--- src/rtl/usr_pkg.sv ---
// Shared encodings for the universal shift register: modes, directions, FSM states.
// Optional build macro used by the top: PARITY_EN.
package usr_pkg;

  localparam logic [1:0] MODE_SHIFT = 2'b00;
  localparam logic [1:0] MODE_ROT   = 2'b01;
  localparam logic [1:0] MODE_LOAD  = 2'b10;
  localparam logic [1:0] MODE_ARITH = 2'b11;

  localparam logic DIR_LEFT  = 1'b0;
  localparam logic DIR_RIGHT = 1'b1;

  typedef enum logic [1:0] {
    ST_IDLE = 2'd0,
    ST_RUN  = 2'd1,
    ST_DONE = 2'd2
  } state_t;

endpackage : usr_pkg

--- src/rtl/usr_step.sv ---
// One shift/rotate/load/arithmetic step of the register; purely combinational.
module usr_step
  import usr_pkg::*;
#(
  parameter int unsigned WIDTH = 32
) (
  input  logic [WIDTH-1:0] q,
  input  logic [1:0]       mode,
  input  logic             dir,
  input  logic             s_in,
  input  logic [WIDTH-1:0] d,
  output logic [WIDTH-1:0] next_q,
  output logic             out_bit
);

  logic w_fill_l;
  logic w_fill_r;

  // Bit entering the vacated end, per mode and direction
  always_comb begin
    w_fill_l = s_in;
    w_fill_r = s_in;
    case (mode)
      MODE_ROT: begin
        w_fill_l = q[WIDTH-1];
        w_fill_r = q[0];
      end
      MODE_ARITH: begin
        w_fill_l = 1'b0;
        w_fill_r = q[WIDTH-1];
      end
      default: begin
        w_fill_l = s_in;
        w_fill_r = s_in;
      end
    endcase
  end

  // Assemble the next register value and the bit that leaves it
  always_comb begin
    next_q  = q;
    out_bit = 1'b0;
    case (dir)
      DIR_LEFT: begin
        next_q  = {q[WIDTH-2:0], w_fill_l};
        out_bit = q[WIDTH-1];
      end
      DIR_RIGHT: begin
        next_q  = {w_fill_r, q[WIDTH-1:1]};
        out_bit = q[0];
      end
      default: begin
        next_q  = q;
        out_bit = 1'b0;
      end
    endcase
    if (mode == MODE_LOAD) begin
      next_q  = d;
      out_bit = 1'b0;
    end
  end

endmodule : usr_step

--- src/rtl/univ_shift_reg_n.sv ---
// Parametrised universal shift register with a start/busy/done batch engine.
// Optional macro PARITY_EN adds a registered parity output of q.
module univ_shift_reg_n
  import usr_pkg::*;
#(
  parameter int unsigned WIDTH = 32,
  parameter int unsigned CNT_W = 6
) (
  input  logic             clk,
  input  logic             reset_L,
  input  logic             enb,
  input  logic             dir,
  input  logic             s_in,
  input  logic [1:0]       mode,
  input  logic [WIDTH-1:0] d,
  input  logic             start,
  input  logic [CNT_W-1:0] count,
  output logic [WIDTH-1:0] q,
  output logic             s_out,
  output logic             busy,
  output logic             done
`ifdef PARITY_EN
  ,
  output logic             parity
`endif
);

  state_t           r_state, w_nx_state;
  logic [WIDTH-1:0] r_q, w_nx_q;
  logic             r_s_out, w_nx_s_out;
  logic             r_busy, w_nx_busy;
  logic             r_done, w_nx_done;
  logic [CNT_W-1:0] r_rem, w_nx_rem;
  logic [1:0]       r_mode, w_nx_mode;
  logic             r_dir, w_nx_dir;

  logic [1:0]       w_step_mode;
  logic             w_step_dir;
  logic [WIDTH-1:0] w_step_q;
  logic             w_step_out;

  // The batch engine uses the latched mode/dir; direct mode uses live inputs
  assign w_step_mode = (r_state == ST_RUN) ? r_mode : mode;
  assign w_step_dir  = (r_state == ST_RUN) ? r_dir  : dir;

  usr_step #(.WIDTH(WIDTH)) u_step (
    .q       (r_q),
    .mode    (w_step_mode),
    .dir     (w_step_dir),
    .s_in    (s_in),
    .d       (d),
    .next_q  (w_step_q),
    .out_bit (w_step_out)
  );

  // Next-state and next-register logic for direct and batch operation
  always_comb begin
    w_nx_state = r_state;
    w_nx_q     = r_q;
    w_nx_s_out = r_s_out;
    w_nx_busy  = r_busy;
    w_nx_done  = 1'b0;
    w_nx_rem   = r_rem;
    w_nx_mode  = r_mode;
    w_nx_dir   = r_dir;
    case (r_state)
      ST_IDLE: begin
        if (start) begin
          w_nx_mode = mode;
          w_nx_dir  = dir;
          if ((count == CNT_W'(0)) || (mode == MODE_LOAD)) begin
            if (mode == MODE_LOAD) begin
              w_nx_q = w_step_q;
            end
            w_nx_state = ST_DONE;
          end else begin
            w_nx_state = ST_RUN;
            w_nx_busy  = 1'b1;
            w_nx_rem   = count;
          end
        end else if (enb) begin
          w_nx_q = w_step_q;
          if (mode != MODE_LOAD) begin
            w_nx_s_out = w_step_out;
          end
        end
      end
      ST_RUN: begin
        if (enb) begin
          w_nx_q     = w_step_q;
          w_nx_s_out = w_step_out;
          w_nx_rem   = CNT_W'(r_rem - CNT_W'(1));
          if (r_rem == CNT_W'(1)) begin
            w_nx_state = ST_DONE;
            w_nx_busy  = 1'b0;
          end
        end
      end
      ST_DONE: begin
        // done is registered, so it appears in the cycle after DONE
        w_nx_done  = 1'b1;
        w_nx_state = ST_IDLE;
      end
      default: begin
        w_nx_state = ST_IDLE;
        w_nx_busy  = 1'b0;
      end
    endcase
  end

  // State and datapath registers with synchronous active-low reset
  always_ff @(posedge clk) begin
    if (!reset_L) begin
      r_state <= ST_IDLE;
      r_q     <= '0;
      r_s_out <= 1'b0;
      r_busy  <= 1'b0;
      r_done  <= 1'b0;
      r_rem   <= '0;
      r_mode  <= MODE_SHIFT;
      r_dir   <= DIR_LEFT;
    end else begin
      r_state <= w_nx_state;
      r_q     <= w_nx_q;
      r_s_out <= w_nx_s_out;
      r_busy  <= w_nx_busy;
      r_done  <= w_nx_done;
      r_rem   <= w_nx_rem;
      r_mode  <= w_nx_mode;
      r_dir   <= w_nx_dir;
    end
  end

  assign q     = r_q;
  assign s_out = r_s_out;
  assign busy  = r_busy;
  assign done  = r_done;

`ifdef PARITY_EN
  logic r_parity;

  // Parity of the value q takes on the same edge
  always_ff @(posedge clk) begin
    if (!reset_L) begin
      r_parity <= 1'b0;
    end else begin
      r_parity <= ^w_nx_q;
    end
  end

  assign parity = r_parity;
`endif

endmodule : univ_shift_reg_n

--- config.mk ---
export PLATFORM = sky130hd
export DESIGN_NAME = univ_shift_reg_n
export DESIGN_NICKNAME = d
export VERILOG_FILES = /design/src/rtl/usr_pkg.sv /design/src/rtl/usr_step.sv /design/src/rtl/univ_shift_reg_n.sv
export SDC_FILE = /design/constraint.sdc
export NUM_CORES = 1
export LEC_CHECK = 0
export ABC_AREA = 1
export BUFFER_PORTS_ARGS = -buffer_cell sky130_fd_sc_hd__buf_2
export CORE_MARGIN = 3
export CORE_UTILIZATION = 47
export CTS_BUF_LIST = sky130_fd_sc_hd__clkbuf_4 sky130_fd_sc_hd__clkbuf_8 sky130_fd_sc_hd__clkbuf_16
export DETAILED_ROUTE_END_ITERATION = 8
export PLACE_DENSITY = 0.85
export SLEW_MARGIN = 10
export SYNTH_ARGS = -nofsm -noshare
export SYNTH_HDL_FRONTEND = slang
export SYNTH_SLANG_ARGS = --single-unit
--- constraint.sdc ---
create_clock -name clk -period 1.4 [get_ports clk]
set_clock_uncertainty 0.1 [all_clocks]
set_input_delay 0.14 -clock clk [delete_from_list [all_inputs] [get_ports clk]]
set_output_delay 0.14 -clock clk [all_outputs]
set_load 0.02 [all_outputs]
==> run summary, run 1 <==
The initial standard-cell utilization of the core came out at 50.4%. The H-tree depth came out at 2. The DRC violation count after routing is 0.

The final estimated routing congestion in global placement is a little over 0.9. The number of max-slew violations in the final report is 0. At the placement stage, the worst setup path has a slack of -0.179 ns. Net switching is 46.8% of the power.

The final reports fail on negative hold slack, negative setup slack. The clock network fraction of total power came out at 12.0%. Along the worst path, the maximum fanout reaches 7. The run finished, with violations left. The maximum root-to-sink buffer count came out at 2.

The worst setup path is captured at a register. Setup slack on the critical path of the routed design comes to -0.377 ns. The initial antenna violation count came out at 1. The power density of the placed cells is 1720 mW/mm^2.

After synthesis the netlist holds a flip-flop and latch count of 46. The largest individual stage delay along the critical path comes from the cell sky130_fd_sc_hd__dfxtp_4. The setup total negative slack came out at -9.15 ns. The area of the core is roughly 0.0053 mm^2.

In the final design database the tool counted 603 nets. The gate count after technology mapping is 419. The leftover overflow at the end of global routing came out at 0. Timing would allow up to 0.563 GHz. Across the VDD grid, the largest voltage drop is approximately 1.0 mV. The combined area of all synthesized cells is 0.00266 mm^2. Dividing the detail-routed wire length by the instance count gives around 20 um. The via count of the first global-routing pass is 3360. The routed via count came out at 3958. Compared with the post-synthesis result, the final layout area differs by 60.8%. For the pin with the worst max-slew slack, the measured transition is 0.433 ns. Hold timing on the final database bottoms out at a slack of -0.00101 ns.

Setup violations remaining at the end of the flow were counted as 43. The critical path contains buffers and inverters numbering 4 combined. The overall global routing resource usage is 31.1%. The library cell used most frequently in the layout, excluding fill and tap cells, is sky130_fd_sc_hd__nand2_1. The largest incremental delay on the critical path came out at just under 0.4 ns. The top cell types in the final layout, fill and taps aside, are 153 x sky130_fd_sc_hd__nand2_1, 80 x sky130_fd_sc_hd__buf_2, 43 x sky130_fd_sc_hd__dfxtp_1. The proportion of power drawn by combinational gates is 60.1%. The worst setup path is of the reg2reg kind. The post-route clock period utilization came out at 127%.

The height of the die came out at about 80 um. The maximum number of pins on one net before global-route repair is 25. The clock net sink count came out at 46. In this run, the number of DRC markers left after iteration 0 of detailed routing was roughly 600. The tightest min-delay check is of the in2reg type. The mean number of vias per cell is between 6 and 7. The arrival time at the worst endpoint is ~1.9 ns.

TritonCTS built the clock tree. The die covers 0.00659 mm^2. The number of hold-slack violations in the final timing report came out at 1. Setup repair after global routing could not meet its margin everywhere. The total CTS buffers came out at 5. The first global-routing pass estimated 15.9 mm of wire.

The horizontal extent of the die came out at 81.2 um. On the critical path the largest part of the delay comes from simple AND/OR/NAND/NOR gates. In this run, distinct cell masters in the synthesized netlist total 28. For this design the static power due to leakage is 2.03 nW.

The post-synthesis area per instance is between 6 and 7 um^2. The number of max-capacitance violations reported is 0. The signal on the critical path passes through buf_6 -> nand2_8 -> nand2_2 -> nand2_4 -> buf_4 -> buf_4 -> inv_1 -> nand4_1 -> nand3_1 -> nand2_1 -> a21oi_2. In this design, the critical path's most frequently occurring cell is sky130_fd_sc_hd__buf_4. After layout, the design draws a total of between 0.007 and 0.008 W. The design internal power came out at 0.00391 W.

The register clock-pin slew on the reported worst setup and hold paths is 0.09 ns. In this run the tightest slew margin relative to its limit is 71.0%. The number of detailed-route iterations in the first pass is 7. The startpoint type of the worst setup path is a register. Summed over all nets, the switching power comes to between 0.003 and 0.004 W.

The floorplan has 26 rows. The number of nets still failing antenna checks after routing is 0. The relative contribution of sequential cells to total power is 27.9%. Detailed placement ended at an HPWL of approximately 5.5 mm. For the worst setup path, the data required time is 1.55 ns.

The tree is rooted in a sky130_fd_sc_hd__clkbuf_8. The portion of the post-synthesis area used by sequential elements came out at about a third. The number of nets in the synthesized netlist is 467.

The number of buffers inserted by port buffering is 80. The number of placed I/O pins is 81. The layout cell share with drive strength beyond 1 is 39.4%. The synthesis warning total is 0. The minimum period implied by the final worst setup slack is 1.78 ns. The share of the core filled with cells in the final layout is 81.1%. The total wire length came out at 12.6 mm. For the worst-skew pair, the clock arrives at the later sink with an insertion delay of 0.31 ns.
through the flow:
step	instance area, um^2	hold WS (ns)	std cells
after floorplan	2680	0.175	419
after detailed placement	3370	0.312	582
final	4270	-0.00101	627
after global placement	3370	0.308	582
after global routing	4270	0.0142	627
after CTS	4030	0.000568	622
layer usage:
metal	GRT usage (%)	up-vias	routed length, um
met2	49.9	420	5610
met5	0	-	0
met4	17.2	0	949
met1	39.3	1762	4370
met3	5.76	114	1680
li1	-	1662	-
state kept, by name (all words and copies together) (netlist names):
| register | count |
|---|---|
| q | 32 |
| s_out | 1 |
| r_mode | 2 |
| r_state | 2 |
| r_dir | 1 |
| done | 1 |
| busy | 1 |
| r_rem | 6 |
synthesized netlist by cell type, drive strengths merged:
library cell / n / area [um^2]
buf: 19 / 133
inv: 24 / 90.1
o31ai: 1 / 7.51
a211oi: 2 / 15.0
dfxtp: 46 / 921
o21a: 1 / 7.51
nand2: 176 / 676
ha: 2 / 25.0
nor2: 23 / 98.8
nor3: 1 / 5.00
or2: 4 / 25.0
o211ai: 4 / 30.0
nand3: 15 / 87.6
a21oi: 13 / 65.1
nand4: 3 / 18.8
clkbuf: 6 / 22.5
a31oi: 30 / 188
clkinv: 2 / 7.51
o21ai: 47 / 235
layout make-up:
| cell class | count | area [um^2] |
|---|---|---|
| Timing Repair Buffer | 152 | 1240 |
| Fill cell | 316 | 997 |
| Antenna cell | 1 | 2.50 |
| Inverter | 26 | 128 |
| Sequential cell | 46 | 930 |
| Multi-Input combinational cell | 324 | 1790 |
| Clock inverter | 1 | 5.00 |
| Tap cell | 70 | 87.6 |
| Clock buffer | 7 | 90.1 |
cells by family (layout without fill, tap and decap cells):
logic type / after synthesis / count (layout) / synth area share (%)
buf+inv: 51 / 186 / 9.51
other cells: 0 / 1 / 0
flops: 46 / 46 / 34.7
simple gates: 222 / 224 / 34.3
compound gates: 98 / 98 / 20.6
fa+ha+maj: 2 / 2 / 0.941
worst register-to-register path, cell delays in order, from the launching register on:
cell and delay (ns):
sky130_fd_sc_hd__dfxtp_4 0.39, sky130_fd_sc_hd__buf_6 0.12, sky130_fd_sc_hd__nand2_8 0.08, sky130_fd_sc_hd__nand2_2 0.11, sky130_fd_sc_hd__nand2_4 0.07, sky130_fd_sc_hd__buf_4 0.15, sky130_fd_sc_hd__buf_4 0.14, sky130_fd_sc_hd__inv_1 0.06
sky130_fd_sc_hd__nand4_1 0.12, sky130_fd_sc_hd__nand3_1 0.15, sky130_fd_sc_hd__nand2_1 0.10, sky130_fd_sc_hd__a21oi_2 0.13
power by group through the flow:
stage	combinational, W	clock, W	sequential [W]
2_1_floorplan	0.00166	0	0.00221
3_3_place_gp	0.00282	0	0.00196
3_5_place_dp	0.00290	0	0.00197
4_1_cts	0.00366	0.000875	0.00195
5_1_grt	0.00463	0.000932	0.00206
6_report	0.00442	0.000885	0.00205
repair_timing:
action	in CTS	in global routing
hold endpoints to repair	12	0
buffers inserted	14	4
endpoints found under the setup margin	41	44
pin swaps	12	25
gates cloned	6	2
resized for setup	58	55
hold buffers	12	0
final timing paths:
kind | start | endpoint | slack, ns | depth (start not counted)
max reg2reg | r_state[0]$_SDFFE_PN0P_ | q[0]$_SDFFE_PN0P_ | -0.38 | 11
min | d[23] | q[23]$_SDFFE_PN0P_ | -0.001 | 3
max | r_state[0]$_SDFFE_PN0P_ | q[0]$_SDFFE_PN0P_ | -0.38 | 11
min reg2reg | s_out$_SDFFE_PN0P_ | s_out$_SDFFE_PN0P_ | 0.39 | 2
No activity file was read; power rests on OpenSTA's default activity.
==> run 2, diff against run 1 <==
==> constraint.sdc (replaced) <==
create_clock -name clk -period 1.4 [get_ports clk]
set_clock_uncertainty 0.1 [all_clocks]
set_input_delay 0.07 -clock clk [delete_from_list [all_inputs] [get_ports clk]]
set_output_delay 0.07 -clock clk [all_outputs]
set_load 0.02 [all_outputs]
==> run 2 against run 1 <==
Net effect: the flow finishes with violations (negative setup slack); critical endpoint is now q[12]$_SDFFE_PN0P_; worst hold slack improved by 0.062 ns; setup slack better by 0.034 ns; cell count rose by 0.64%; core utilization grew 2.1 points; critical path type unchanged.
==> run summary, run 2 (synthesis results as in run 1) <==
The sequential cell area came out at 930 um^2. The number of placed I/O pins came out at between 80 and 90. Once layout is complete, the cells apart from fillers number about 630. Counting cells, the worst reg-to-reg path comes to 9. The number of hold-slack violations in the final timing report came out at 0. The via count of the first global-routing pass came to 3199.

The library cells used most frequently in the layout, excluding fill and tap cells, are 144 x sky130_fd_sc_hd__nand2_1, 80 x sky130_fd_sc_hd__buf_2, 43 x sky130_fd_sc_hd__dfxtp_1. The worst path required time came out at 1.53 ns. The endpoint identified for the worst register-to-register timing path is q[12]$_SDFFE_PN0P_. The peak clock frequency supported by timing came out at about 0.57 GHz.

The number of fill cells in the layout is between 200 and 300. The leading cell type in the layout, fill and taps excluded is sky130_fd_sc_hd__nand2_1. The die covers 0.00659 mm^2. The clock net sink count is 46. The number of DRC markers in iteration 0 came out at 653.

The overall global routing resource usage came out at ~30%. Tracing the worst setup path back leads to its startpoint at r_state[1]$_SDFFE_PN0P_. The wire-length estimate of the detail-placed layout is between 5 and 6 mm. The worst hold path passes through 4 cells. By instance count, the cell type seen most on the critical path is sky130_fd_sc_hd__nand2_1. Among cell families on the critical path, the largest total delay comes from simple AND/OR/NAND/NOR gates. The maximum number of pins on one net before global-route repair came out at 27. The relative area change from synthesis to final layout is 65.0%.

Dividing the final minimum period by the clock period gives 124%. For the worst-skew pair, the clock arrives at the later sink with an insertion delay of 0.31 ns. Row generation in the floorplan step produced 26 rows. With fillers left out, the area of the finished cells amounts to 0.00438 mm^2.

Once the floorplan was initialized, standard cells occupied 50.4% of the core. The setup-violating endpoint count in the final report came out at 44. The nature of the critical path endpoint is a register. The minimum setup slack among reg-to-reg paths is -0.34 ns.

The class of the worst hold path is in2reg. The clock passes through at most 2 buffers. Cells with a size suffix above 1 make up 38.0% of the layout. Setup repair after global routing could not meet its margin everywhere. The critical path in this run is classified as reg2reg.

The least setup slack across all paths after layout is -0.343 ns. The area of the core is between 0.005 and 0.006 mm^2. The arrival time at the worst endpoint is between 1.5 and 2 ns. The wire length of the first global-routing pass is roughly 15 mm. The height of the die is 81.2 um. The measured slew at the worst slew-check pin is ~0.41 ns. The worst register-to-register path begins at r_state[1]$_SDFFE_PN0P_. The number of buffer and inverter stages on the critical path is 2.

The instance count after placement with tap cells included came out at ~570. Traced cell by cell, the critical path runs through buf_6 -> nor2_4 -> nand2_4 -> nand2_8 -> buf_12 -> nand2_1 -> nand2_1 -> nand2_1 -> a31oi_1. The minimum period implied by the final worst setup slack came out at 1.74 ns. From left edge to right edge, the die measures roughly 80 um. The run finished, with violations left. The worst voltage drop across the vdd grid is between 0.9 and 1 mV.

The number of nets still failing antenna checks after routing came out at 0. The maximum net fanout on the critical path is 11. The final estimated routing congestion in global placement came out at around 0.90. STA classifies the critical path startpoint as a register. Hold timing on the final database bottoms out at a slack of 0.0612 ns. The H-tree depth is 2. The number of buffers inserted by port buffering came out at 80. The routed via count is 4042. TritonCTS built the clock tree.

The power density of the placed cells came out at roughly 1700 mW/mm^2. The mean number of vias per cell is 6.41. For this run the aggregate overflow at the end of global routing stands at 0.

After clock tree synthesis, the clock-pin slew on the worst setup and hold paths is ~0.1 ns. The total CTS buffers is 5. After detailed placement, the total cell area comes to 0.00331 mm^2.

The cell depth of the worst setup path came out at 9. The flip-flop count of the largest register after layout is 32. For this run, the slowest stage of the critical path takes 0.38 ns. The multi-input gate area in the final layout came out at 0.00181 mm^2. In the final routed layout, each cell accounts on average for 21.0 um. The DRC violation count after routing came out at 0.

Adding up every negative setup slack in the final design gives -9.41 ns. In this run the worst setup path terminates at q[12]$_SDFFE_PN0P_. The checks that failed: negative setup slack. The number of antenna diodes in the final layout is 0. The number of detailed-route iterations in the first pass is 7. Measured against its own limit, the worst slew margin works out to slightly above 70%. The number of max-capacitance violations reported came out at 0. The slowest cell on the critical path is sky130_fd_sc_hd__dfxtp_4.

The initial antenna violation count came out at 0. The root buffer cell chosen for the clock tree is sky130_fd_sc_hd__clkbuf_8. The reported leakage power came out at just over 2 nW. The number of max-slew violations in the final report is 0. The net total in the final layout came out at just over 600. OpenSTA, run right after detailed placement, puts the worst setup slack at -0.154 ns. After detailed routing, the total wire length is roughly 13 mm.
==> run 2: where the power goes <==
part | leakage [nW] | internal (W) | total [W] | switching [W]
clock network | 0.0548 | 0.000553 | 0.00105 | 0.000498
logic | 1.61 | 0.00171 | 0.00428 | 0.00258
registers | 0.382 | 0.00165 | 0.00208 | 0.000434
==> run 2: per-layer routing <==
layer,GRT usage (%),part of all wire [%]
met5,0,0
met4,13.2,8.0
met3,5.65,13
met2,47.5,44
met1,37.5,35
==> run 2: worst min-delay path by stage <==
stage,from,end,slack [ns]
finish,mode[1],r_mode[1]$_SDFFE_PN0P_,0.06
floorplan,dir,r_dir$_SDFFE_PN0P_,0.10
global route,mode[1],r_mode[1]$_SDFFE_PN0P_,0.06
detailed placement,dir,r_dir$_SDFFE_PN0P_,0.24
CTS,d[0],q[0]$_SDFFE_PN0P_,0.003
global placement,dir,r_dir$_SDFFE_PN0P_,0.24
==> run 2: what timing repair did <==
item,4_1_cts,5_1_grt
setup endpoints to repair,41,42
hold buffers,32,0
gates resized for setup,33,77
setup buffers,5,3
gates cloned,4,6
endpoints found under the hold margin,32,0
pin swaps,9,42
==> run 2: final cells by class <==
class / count / share of cell area [%]
multi-input cells: 323 / 41.4
well taps: 70 / 2.00
repair buffers: 158 / 30.0
clock inverters: 2 / 0.856
clock buffers: 6 / 1.74
inverters: 26 / 2.85
flip-flops and latches: 46 / 21.2
==> run 2: tightest hold or removal path, cell delays in order <==
cell and delay [ns]:
sky130_fd_sc_hd__buf_2 0.12, sky130_fd_sc_hd__inv_1 0.08, sky130_fd_sc_hd__buf_4 0.11, sky130_fd_sc_hd__a21oi_1 0.05
==> run 2: metrics by stage <==
stage,total power [W],utilization (%)
2_1_floorplan,0.00387,-
3_3_place_gp,0.00472,62.8
3_5_place_dp,0.00480,62.8
4_1_cts,0.00632,75.5
5_1_grt,0.00769,83.2
6_report,0.00742,83.2
==> run 3, diff against run 2 <==
- PLACE_DENSITY: 0.85 -> not set
- PLACE_DENSITY_LB_ADDON: not set -> 0.08
==> run 3 against run 2 <==
Net effect: the run still ends with negative setup slack left; count of clock-buffer cells in the layout rose by 2; critical path depth grew 2; core utilization decreased by 4.5 points; fmax rose by 10%; flip-flop and latch count is the same; via count down 18%; sequential power shrank 5%; cell count up 0.32%; critical path type unchanged; largest power group unchanged; highest routed layer unchanged.
==> run summary, run 3 (synthesis results as in run 1) <==
The run finished, with violations left. The final reports fail on negative setup slack. The overall global routing resource usage is between 20% and 30%. The number of hold-slack violations in the final timing report came out at 0. The number of detailed-route iterations in the first pass is 5. The number of max-slew violations in the final report is 0. The wire length of the first global-routing pass is 14.0 mm.

The final HPWL from detailed placement came out at 5.45 mm. The analysis attributes to net switching a power of 0.00279 W. The area of the core came out at about 0.0053 mm^2. The height of the die is around 80 um. After the last flow step, the layout net total stands at slightly above 600. The number of fill cells in the layout is 387. The register with the most flip-flops in the layout has 32 of them. Dividing the detail-routed wire length by the instance count gives about 14 um. The initial antenna violation count was 0. The number of nets still failing antenna checks after routing came out at 0. Net switching is 42.8% of the power. The maximum root-to-sink buffer count came out at 2. The post-route worst hold slack is 0.0245 ns. The number of DRC markers in iteration 0 is 265.

Dividing total power by cell area gives a power density of 1580 mW/mm^2. Dividing the detail-routed via count by the number of cells gives 5.26. The setup-violating endpoint count in the final report came out at 39. The H-tree generated during clock tree synthesis spans 2 levels. The root buffer cell is sky130_fd_sc_hd__clkbuf_8. The normalized max-slew margin came out at 76.4%. The maximum number of pins on one net before global-route repair is 26.

The number of buffers inserted by port buffering came out at 80. The arrival time at the worst endpoint came out at between 1.5 and 2 ns. Summed over all failing endpoints, the final setup total negative slack is -3.83 ns.

The worst voltage drop across the vdd grid is 0.810 mV. The routed via count came out at 3329. The die area is 0.00659 mm^2. The peak clock frequency supported by timing came out at 0.631 GHz. The count of inserted antenna diode cells came out at 0.

Subtracting the final worst setup slack from the clock period gives 1.58 ns. The worst setup path is launched from a register. The horizontal extent of the die came out at 81.2 um. The class of the worst hold path is in2reg.

For the worst-skew pair, the clock arrives at the later sink with an insertion delay of 0.29 ns. By startpoint and endpoint, the worst setup path is classified as reg2reg. The register clock-pin slew on the reported worst setup and hold paths is roughly 0.080 ns. The total CTS buffers came out at 5. The worst path required time is 1.51 ns.

The relative area change from synthesis to final layout came out at 56.0%. For this design, the sink count on the clock tree is 46. The number of max-capacitance violations reported is 0. The maximum net fanout on the critical path is 7.

Leaving out fill and tap cells, the most frequent cell in the layout is sky130_fd_sc_hd__nand2_1. Summed over all cells, the static leakage comes to between 2 and 2.5 nW. For the pin with the worst max-slew slack, the measured transition is roughly 0.35 ns. The initial standard-cell utilization of the core is 50.4%. The site row count came out at 26.

The final estimated routing congestion in global placement came out at around 0.86. The via count of the first global-routing pass is 3076. The nature of the critical path endpoint is a register. Setup repair after global routing could not meet its margin everywhere. The relative contribution of sequential cells to total power came out at 30.4%.

The total wire length is 8.78 mm. The layout cell share with drive strength beyond 1 is 31.8%. In the layout the commonest cells are 160 x sky130_fd_sc_hd__nand2_1, 80 x sky130_fd_sc_hd__buf_2, 43 x sky130_fd_sc_hd__dfxtp_1. After layout, the worst path uses 113% of the clock period. Of the total power, combinational logic draws between 50% and 60%. The leftover overflow at the end of global routing came out at 0. The DRC violation count after routing came out at 0. The design internal power is around 0.0037 W.

The number of placed I/O pins came out at 81. The least setup slack across all paths after layout came out at -0.185 ns. The clock network fraction of total power came out at about 15%. TritonCTS built the clock tree.
[run 3: stage by stage]
stage	utilization, %	std cells	setup WS (ns)	area (um^2)	power (W)
after floorplan	-	419	-0.0498	2680	0.00387
after global placement	63.3	581	-0.124	3340	0.00475
after detailed placement	63.3	581	-0.178	3340	0.00480
after CTS	76.4	631	-0.120	4030	0.00627
after global routing	78.7	633	-0.243	4150	0.00696
final	78.7	633	-0.185	4150	0.00653
[run 3: layer usage]
metal | wire length [um] | vias to the layer above | GRT usage [%] | part of all wire [%]
li1 | - | 1678 | - | -
met1 | 3970 | 1512 | 36.7 | 45
met2 | 4160 | 129 | 43.7 | 47
met3 | 545 | 10 | 4.10 | 6.2
met5 | 0 | - | 0 | 0
met4 | 105 | 0 | 7.60 | 1.2
[run 3: final cells by class]
| class | instances | area, um^2 | share of cell area, % |
|---|---|---|---|
| multi-input cells | 323 | 1600 | 38.7 |
| clock buffers | 8 | 110 | 2.66 |
| repair buffers | 160 | 1300 | 31.4 |
| well taps | 70 | 87.6 | 2.11 |
| flip-flops and latches | 46 | 927 | 22.4 |
| inverters | 26 | 114 | 2.75 |
[run 3: path summary, 6_finish.rpt]
check	start	end	slack (ns)	cells after the start
max	r_state[1]$_SDFFE_PN0P_	q[31]$_SDFFE_PN0P_	-0.18	11
min	mode[0]	r_mode[0]$_SDFFE_PN0P_	0.02	4
max reg2reg	r_state[1]$_SDFFE_PN0P_	q[31]$_SDFFE_PN0P_	-0.18	11
min reg2reg	busy$_SDFFE_PN0P_	busy$_SDFFE_PN0P_	0.38	2
[run 3: repair_timing]
| action | CTS | global route |
|---|---|---|
| hold endpoints to repair | 31 | 0 |
| endpoints found under the setup margin | 41 | 42 |
| cloned | 6 | 2 |
| hold buffers | 31 | 0 |
| buffers inserted | 5 | 0 |
| pin swaps | 10 | 3 |
| gates resized for setup | 43 | 19 |
[run 3: worst max-delay path: stages (launching register included)]
cell                      delay [ns]
sky130_fd_sc_hd__dfxtp_2        0.36
sky130_fd_sc_hd__inv_4          0.06
sky130_fd_sc_hd__nand2_4        0.12
sky130_fd_sc_hd__nand2_2        0.08
sky130_fd_sc_hd__nand2_2        0.08
sky130_fd_sc_hd__nand3_4        0.14
sky130_fd_sc_hd__buf_12         0.18
sky130_fd_sc_hd__o21ai_2        0.05
sky130_fd_sc_hd__inv_1          0.05
sky130_fd_sc_hd__nand2_1        0.06
sky130_fd_sc_hd__nand2_1        0.06
sky130_fd_sc_hd__a21oi_1        0.15
[run 3: power groups by stage]
stage               sequential (W)  combinational, W  clock [W]
finish                     0.00198           0.00359   0.000956
global route               0.00202           0.00393    0.00101
CTS                        0.00195           0.00336   0.000963
detailed placement         0.00197           0.00282          0
global placement           0.00197           0.00279          0
floorplan                  0.00221           0.00166          0
